==> src/rtl/clk_div_delay_tap_ctrl_if.sv <==
// Tap-command handshake between the alignment logic and the
// delay-line tap sequencer.
interface clk_div_delay_tap_ctrl_if;
  logic       cmd_valid;
  logic       cmd_ready;
  logic [1:0] cmd_op;
  logic [7:0] cmd_count;
  logic       done;
  logic       err;

  modport master (
    output cmd_valid,
    output cmd_op,
    output cmd_count,
    input  cmd_ready,
    input  done,
    input  err
  );

  modport slave (
    input  cmd_valid,
    input  cmd_op,
    input  cmd_count,
    output cmd_ready,
    output done,
    output err
  );
endinterface

==> src/rtl/clk_div_delay_tap_ctrl.sv <==
// Sequencer driving DIR/MOVE/LOAD of the ICB_CLKDIVDELAY delay line,
// spacing pulses by a settle gap and shadowing the tap position.
module clk_div_delay_tap_ctrl #(
  parameter int SETTLE_CYCLES = 4,
  parameter int TAP_MAX       = 127,
  parameter int LOAD_VAL      = 1
) (
  input  logic                     sclk,
  input  logic                     reset,
  clk_div_delay_tap_ctrl_if.slave  cmd,
  output logic [7:0]               tap_pos,
  output logic                     delay_line_dir,
  output logic                     delay_line_move,
  output logic                     delay_line_load,
  input  logic                     delay_line_out_of_range
);

  typedef enum logic [2:0] {
    IDLE, SETUP, PULSE, GAP, LOADP, FIN
  } state_t;

  localparam logic [1:0] OP_LOAD = 2'd0;
  localparam logic [1:0] OP_INC  = 2'd1;
  localparam logic [1:0] OP_DEC  = 2'd2;
  localparam logic [7:0] G_LAST  = 8'(SETTLE_CYCLES - 1);
  localparam logic [7:0] T_MAX   = 8'(TAP_MAX);
  localparam logic [7:0] L_VAL   = 8'(LOAD_VAL);

  state_t     state, nxt;
  logic [1:0] op_q;
  logic [7:0] rem_q;
  logic [7:0] gcnt_q;
  logic       oor_q;

  logic       accept;
  logic       is_inc;
  logic       gap_end;
  logic       abort;
  logic [7:0] chk_tap;
  logic [7:0] chk_rem;
  logic       at_lim;
  logic       err_set;

  logic       ready_d, done_d, err_d;
  logic       move_d, load_d, dir_d;
  logic [7:0] tap_d;

  assign accept  = cmd.cmd_valid & cmd.cmd_ready;
  assign is_inc  = (op_q == OP_INC);
  assign gap_end = (state == GAP) && (gcnt_q == 8'd0);
  assign abort   = oor_q | delay_line_out_of_range;

  // The step check sees the tap/remaining as they will be after this step.
  always_comb begin
    chk_tap = tap_pos;
    chk_rem = rem_q;
    if (state == GAP) begin
      chk_tap = is_inc ? tap_pos + 8'd1 : tap_pos - 8'd1;
      chk_rem = rem_q - 8'd1;
    end
    at_lim = is_inc ? (chk_tap == T_MAX) : (chk_tap == 8'd0);
  end

  always_ff @(posedge sclk or posedge reset) begin
    if (reset) state <= IDLE;
    else       state <= nxt;
  end

  always_comb begin
    nxt     = state;
    err_set = 1'b0;
    unique case (state)
      IDLE: begin
        if (accept) begin
          unique case (cmd.cmd_op)
            OP_LOAD:        nxt = LOADP;
            OP_INC, OP_DEC: nxt = SETUP;
            default: begin
              nxt     = FIN;
              err_set = 1'b1;
            end
          endcase
        end
      end
      SETUP, GAP: begin
        if (state == SETUP || gcnt_q == 8'd0) begin
          if (state == GAP && op_q == OP_LOAD) begin
            nxt = FIN;
          end else if (state == GAP && abort) begin
            nxt     = FIN;
            err_set = 1'b1;
          end else if (chk_rem == 8'd0) begin
            nxt = FIN;
          end else if (at_lim) begin
            nxt     = FIN;
            err_set = 1'b1;
          end else begin
            nxt = PULSE;
          end
        end
      end
      PULSE:   nxt = GAP;
      LOADP:   nxt = GAP;
      FIN:     nxt = IDLE;
      default: nxt = IDLE;
    endcase
  end

  always_comb begin
    ready_d = (state == IDLE) && !accept;
    done_d  = (state == FIN);
    move_d  = (state == PULSE);
    load_d  = (state == LOADP);
    dir_d   = (state == SETUP) ? is_inc : delay_line_dir;
    err_d   = err_set | (cmd.err & ~accept);
    tap_d   = tap_pos;
    if (gap_end) begin
      if (op_q == OP_LOAD) tap_d = L_VAL;
      else if (!abort)     tap_d = chk_tap;
    end
  end

  always_ff @(posedge sclk or posedge reset) begin
    if (reset) begin
      cmd.cmd_ready   <= 1'b0;
      cmd.done        <= 1'b0;
      cmd.err         <= 1'b0;
      delay_line_dir  <= 1'b0;
      delay_line_move <= 1'b0;
      delay_line_load <= 1'b0;
      tap_pos         <= L_VAL;
      op_q            <= OP_LOAD;
      rem_q           <= 8'd0;
      gcnt_q          <= 8'd0;
      oor_q           <= 1'b0;
    end else begin
      cmd.cmd_ready   <= ready_d;
      cmd.done        <= done_d;
      cmd.err         <= err_d;
      delay_line_dir  <= dir_d;
      delay_line_move <= move_d;
      delay_line_load <= load_d;
      tap_pos         <= tap_d;
      if (accept) begin
        op_q  <= cmd.cmd_op;
        rem_q <= cmd.cmd_count;
      end else if (gap_end && !abort) begin
        rem_q <= chk_rem;
      end
      if (state == PULSE || state == LOADP)
        gcnt_q <= G_LAST;
      else if (state == GAP && gcnt_q != 8'd0)
        gcnt_q <= gcnt_q - 8'd1;
      if (state == PULSE)
        oor_q <= delay_line_out_of_range;
      else if (state == GAP)
        oor_q <= oor_q | delay_line_out_of_range;
    end
  end

endmodule

==> src/flat_wrapper.sv <==
// flat-port wrapper written by rule: the top's interface ports become plain ports
module clk_div_delay_tap_ctrl_flat 
#(
  parameter int SETTLE_CYCLES = 4,
  parameter int TAP_MAX       = 127,
  parameter int LOAD_VAL      = 1
)
  (sclk, reset, tap_pos, delay_line_dir, delay_line_move, delay_line_load, delay_line_out_of_range, cmd_cmd_valid, cmd_cmd_op, cmd_cmd_count, cmd_cmd_ready, cmd_done, cmd_err);
  clk_div_delay_tap_ctrl_if cmd_i ();
  input  logic sclk;
  input  logic reset;
  output logic [7:0] tap_pos;
  output logic delay_line_dir;
  output logic delay_line_move;
  output logic delay_line_load;
  input  logic delay_line_out_of_range;
  input wire logic [$bits(cmd_i.cmd_valid)-1:0] cmd_cmd_valid;
  input wire logic [$bits(cmd_i.cmd_op)-1:0] cmd_cmd_op;
  input wire logic [$bits(cmd_i.cmd_count)-1:0] cmd_cmd_count;
  output wire logic [$bits(cmd_i.cmd_ready)-1:0] cmd_cmd_ready;
  output wire logic [$bits(cmd_i.done)-1:0] cmd_done;
  output wire logic [$bits(cmd_i.err)-1:0] cmd_err;
  assign cmd_i.cmd_valid = cmd_cmd_valid;
  assign cmd_i.cmd_op = cmd_cmd_op;
  assign cmd_i.cmd_count = cmd_cmd_count;
  assign cmd_cmd_ready = cmd_i.cmd_ready;
  assign cmd_done = cmd_i.done;
  assign cmd_err = cmd_i.err;
  clk_div_delay_tap_ctrl #(.SETTLE_CYCLES(SETTLE_CYCLES), .TAP_MAX(TAP_MAX), .LOAD_VAL(LOAD_VAL)) u_core (.sclk(sclk), .reset(reset), .cmd(cmd_i), .tap_pos(tap_pos), .delay_line_dir(delay_line_dir), .delay_line_move(delay_line_move), .delay_line_load(delay_line_load), .delay_line_out_of_range(delay_line_out_of_range));
endmodule
==> config.mk <==
export PLATFORM = sky130hd
export DESIGN_NAME = clk_div_delay_tap_ctrl_flat
export DESIGN_NICKNAME = d
export VERILOG_FILES = /design/src/rtl/clk_div_delay_tap_ctrl_if.sv /design/src/rtl/clk_div_delay_tap_ctrl.sv /design/src/flat_wrapper.sv
export SDC_FILE = /design/constraint.sdc
export NUM_CORES = 1
export LEC_CHECK = 0
export ABC_AREA = 1
export CAP_MARGIN = 20
export CELL_PAD_IN_SITES_DETAIL_PLACEMENT = 1
export CELL_PAD_IN_SITES_GLOBAL_PLACEMENT = 2
export CORE_MARGIN = 2
export CORE_UTILIZATION = 32
export DETAILED_ROUTE_END_ITERATION = 8
export PLACE_DENSITY_LB_ADDON = 0.1
export SYNTH_ARGS = -nofsm -noshare
export SYNTH_HDL_FRONTEND = slang
export SYNTH_SLANG_ARGS = --single-unit
==> constraint.sdc <==
create_clock -name sclk -period 3.2 [get_ports sclk]
set_clock_uncertainty 0.15 [all_clocks]
set_input_delay 0.64 -clock sclk [delete_from_list [all_inputs] [get_ports sclk]]
set_output_delay 0.64 -clock sclk [all_outputs]
set_load 0.1 [all_outputs]
==> results of run 1 <==
[flip-flops by register name, indices dropped and copies added (netlist names)]
register / count
u_core.delay_line_move: 1
u_core.gcnt_q: 8
u_core.tap_pos: 8
u_core.rem_q: 8
u_core.cmd.err: 1
u_core.op_q: 2
u_core.state: 3
u_core.cmd.cmd_ready: 1
u_core.delay_line_load: 1
u_core.cmd.done: 1
u_core.delay_line_dir: 1
u_core.oor_q: 1
[layer usage]
layer	vias to the layer above	routed length, um	global-route usage
met4	0	94	0.0478
met2	24	3230	0.295
met5	-	0	0
met3	9	183	0.0338
met1	1126	3770	0.265
li1	1260	-	-
[cells in the final DEF (no fill, tap or decap)]
| cell type | Yosys | final |
|---|---|---|
| nor2_4 | 1 | 1 |
| clkdlybuf4s50_1 | 0 | 13 |
| clkbuf_8 | 0 | 5 |
| clkinvlp_4 | 0 | 1 |
| o22ai_1 | 7 | 7 |
| ha_1 | 11 | 11 |
| or2_1 | 1 | 1 |
| nand3b_1 | 3 | 3 |
| nor2_2 | 1 | 1 |
| o21ai_2 | 1 | 1 |
| a21oi_4 | 1 | 1 |
| dfrtp_1 | 35 | 35 |
| buf_4 | 1 | 18 |
| nand3_2 | 1 | 1 |
| nand2_1 | 105 | 105 |
| a21boi_1 | 1 | 1 |
| nor3_1 | 1 | 1 |
| bufinv_16 | 0 | 1 |
| nand3_1 | 33 | 33 |
| or2_2 | 1 | 1 |
| a21oi_1 | 17 | 17 |
| nor3_2 | 1 | 1 |
| nor4_2 | 1 | 1 |
| o21ai_0 | 24 | 24 |
| xor2_1 | 3 | 3 |
| a22oi_1 | 2 | 2 |
| nor2_1 | 40 | 40 |
| nor4_4 | 1 | 1 |
| fa_1 | 1 | 1 |
| inv_2 | 1 | 1 |
| dfstp_2 | 1 | 1 |
| inv_1 | 50 | 50 |
| o21a_1 | 1 | 1 |
| clkinv_2 | 0 | 1 |
| nand2_2 | 1 | 1 |
| nand4_1 | 7 | 7 |
| o211ai_1 | 6 | 6 |
[critical path, stage by stage (launching register included)]
cell and delay, ns:
dfrtp_1 0.39, inv_1 0.05, nor2_1 0.18, inv_1 0.23
ha_1 0.45, inv_1 0.08, nand2_1 0.11, nand3_1 0.14
or2_1 0.25, nand3b_1 0.08, nand2_1 0.06, a21oi_1 0.24
nand2_1 0.11, nand3_1 0.08, nand2_1 0.05, nand2_1 0.07
nand2_1 0.05
[area by class of cell]
cell class / instances / area, um^2 / share of cell area
Multi-Input combinational cell: 273 / 1400 / 0.468
Sequential cell: 36 / 902 / 0.301
Timing Repair Buffer: 31 / 265 / 0.0884
Inverter: 51 / 191 / 0.0638
Tap cell: 102 / 128 / 0.0425
Clock buffer: 5 / 68.8 / 0.0229
Clock inverter: 3 / 42.5 / 0.0142
[logic make-up (layout without fill, tap and decap cells)]
kind of cell,after synthesis,after routing,synth area share
flip-flops,36,36,0.355
AO/OA/AOI/OAI,60,60,0.137
AND/OR/NAND/NOR,198,198,0.342
buffers and inverters,59,90,0.0935
adder cells (fa/ha/maj),12,12,0.0620
XOR/XNOR,3,3,0.0103
[power groups by stage]
stage / clock network, mW / registers, mW / logic, mW
floorplan: 0 / 0.972 / 1.06
global placement: 0 / 0.769 / 1.66
detailed placement: 0 / 0.772 / 1.68
CTS: 0.430 / 0.765 / 1.69
global route: 0.445 / 0.790 / 1.91
finish: 0.416 / 0.766 / 1.67
[stage by stage]
stage / hold WS, ns / utilization / cell area [um^2] / cells / power, mW
finish: 0.331 / 0.388 / 3000 / 501 / 2.85
global route: 0.348 / 0.388 / 3000 / 501 / 3.15
CTS: 0.338 / 0.388 / 3000 / 501 / 2.88
detailed placement: 0.318 / 0.374 / 2890 / 493 / 2.45
global placement: 0.314 / 0.374 / 2890 / 493 / 2.43
floorplan: 0.284 / - / 2540 / 368 / 2.04
[final timing paths]
check,startpoint,to,slack [ns],cells past startpoint
max,u_core.op_q[0]$_DFFE_PP0P_,u_core.state[1]$_DFFE_PP0P_,0.32,16
min,u_core.gcnt_q[7]$_DFFE_PP0P_,u_core.gcnt_q[7]$_DFFE_PP0P_,0.33,1
max reg2reg,u_core.op_q[0]$_DFFE_PP0P_,u_core.state[1]$_DFFE_PP0P_,0.32,16
min reg2reg,u_core.gcnt_q[7]$_DFFE_PP0P_,u_core.gcnt_q[7]$_DFFE_PP0P_,0.33,1
max in group asynchronous,reset,u_core.tap_pos[0]$_DFFE_PP1P_,1.72,3
min in group asynchronous,reset,u_core.gcnt_q[5]$_DFFE_PP0P_,0.52,2
==> out/results.txt, run 1 <==
status -> finished clean
Pint -> 1.34 mW
# setup viols final -> 0
DP HPWL -> 5.74 mm
row count -> 32
Horiz. Die Dim -> 93.2 um
clock sinks -> 36
drt wl/cell -> 14.5 um
Post-synth ARST share -> 1.00
CTS HTree Levels -> 2
Post-DRT Antenna Nets -> 0
number of global-route vias before repair -> 2,566
hold_buf cts -> 0
max-cap viol count -> 0
Seq/Total Area, Yosys -> 0.355
setup_tns -> 0 ns
PwrDens -> 950 nW/um^2
synth cell count leaders -> nand2_1, inv_1, nor2_1
Ys Warns -> 0
fillcell total -> 991
Final nets -> 424
switching power -> 1.51 mW
most frequent cell after synthesis -> nand2_1
Die Area -> 8680 um^2
max-slew violations -> 0
Hold Fails Final Rpt -> 0
final setup margin -> 0.316 ns
largest net degree at the start of global routing -> 19
antenna fix cells -> 0
Flop pwr share -> 0.269
largest buffer count on any clock path -> 2
CP Capture Type -> flip-flop
RSZ-0062 raised after global routing -> no
Syn Inst Count -> 368
CTS Buf Count -> 5
Synth area leader -> dfrtp_1
Mean Syn Cell Area -> 6.91 um^2
ys flop type -> dfrtp_1
cts repair resizes -> 0
leading post-synthesis cells by cell area -> dfrtp_1, nand2_1, inv_1
Critical Path RT -> 3.23 ns
Iter 0 DRT Violations -> 68
Post-Syn Area -> 2540 um^2
share of cells above drive strength 1 -> 0.0952
Congestion Overflow GR -> 0
pre-CTS setup slack -> 0.330 ns
CTS clock-pin slew for the worst setup and hold paths -> 0.08 ns
WL final -> 7.28 mm
Clk Latency, worst-skew pair -> 0.30 ns
initial antenna violation count -> 0
post-synth top area share -> 0.344
actual slew at the worst max-slew pin -> 0.513 ns
data arrival time of the worst path -> 2.92 ns
post-synthesis net count -> 394
f_max -> 347 MHz
Area Overhead vs Synth -> 18.0%
I/O Pins -> 28
number of flops mapped to enable cells by yosys -> 0
maximum VDD drop -> 0.439 mV
register bit count reported by yosys -> 36
vias after detailed routing -> 2,419
vias per std cell -> 4.83
Chip Height -> 93.2 um
crit path launch type -> flip-flop
GRT Total Usage -> 0.187
CP Max Fanout -> 9
first-pass GRT wire length -> 12.7 mm
gpl congestion -> 0.777
DR pass1 iterations -> 4
Tcrit/Tclk final -> 0.901
clock power share -> 0.146
switching portion of total power -> 0.531
final worst path period need -> 2.88 ns
min-delay worst type -> flip-flop to flip-flop
number of port buffers -> 27
Leakage -> 1.55 nW
CTS root buffer -> clkbuf_8
Initial Util -> 0.329
CTS tree -> built
Logic pwr share -> 0.585
Core Area -> 7730 um^2
Rel. slew slack -> 0.657
DRC Markers -> 0
post-CTS setup repair buffer count -> 0
kind of critical path -> flip-flop to flip-flop
Distinct cells, synth -> 35
No activity file was read; power rests on OpenSTA's default activity.
==> run 2: changes to the inputs <==
Settings changed: SKIP_LAST_GASP set to 1.
==> results of run 2 <==
No change in the layout: final DEF, timing and power equal those of run 1.
==> run 3: changes to the inputs <==
Settings changed: SLEW_MARGIN set to 40.
==> results of run 3 <==
No change in the layout: final DEF, timing and power equal those of run 1.
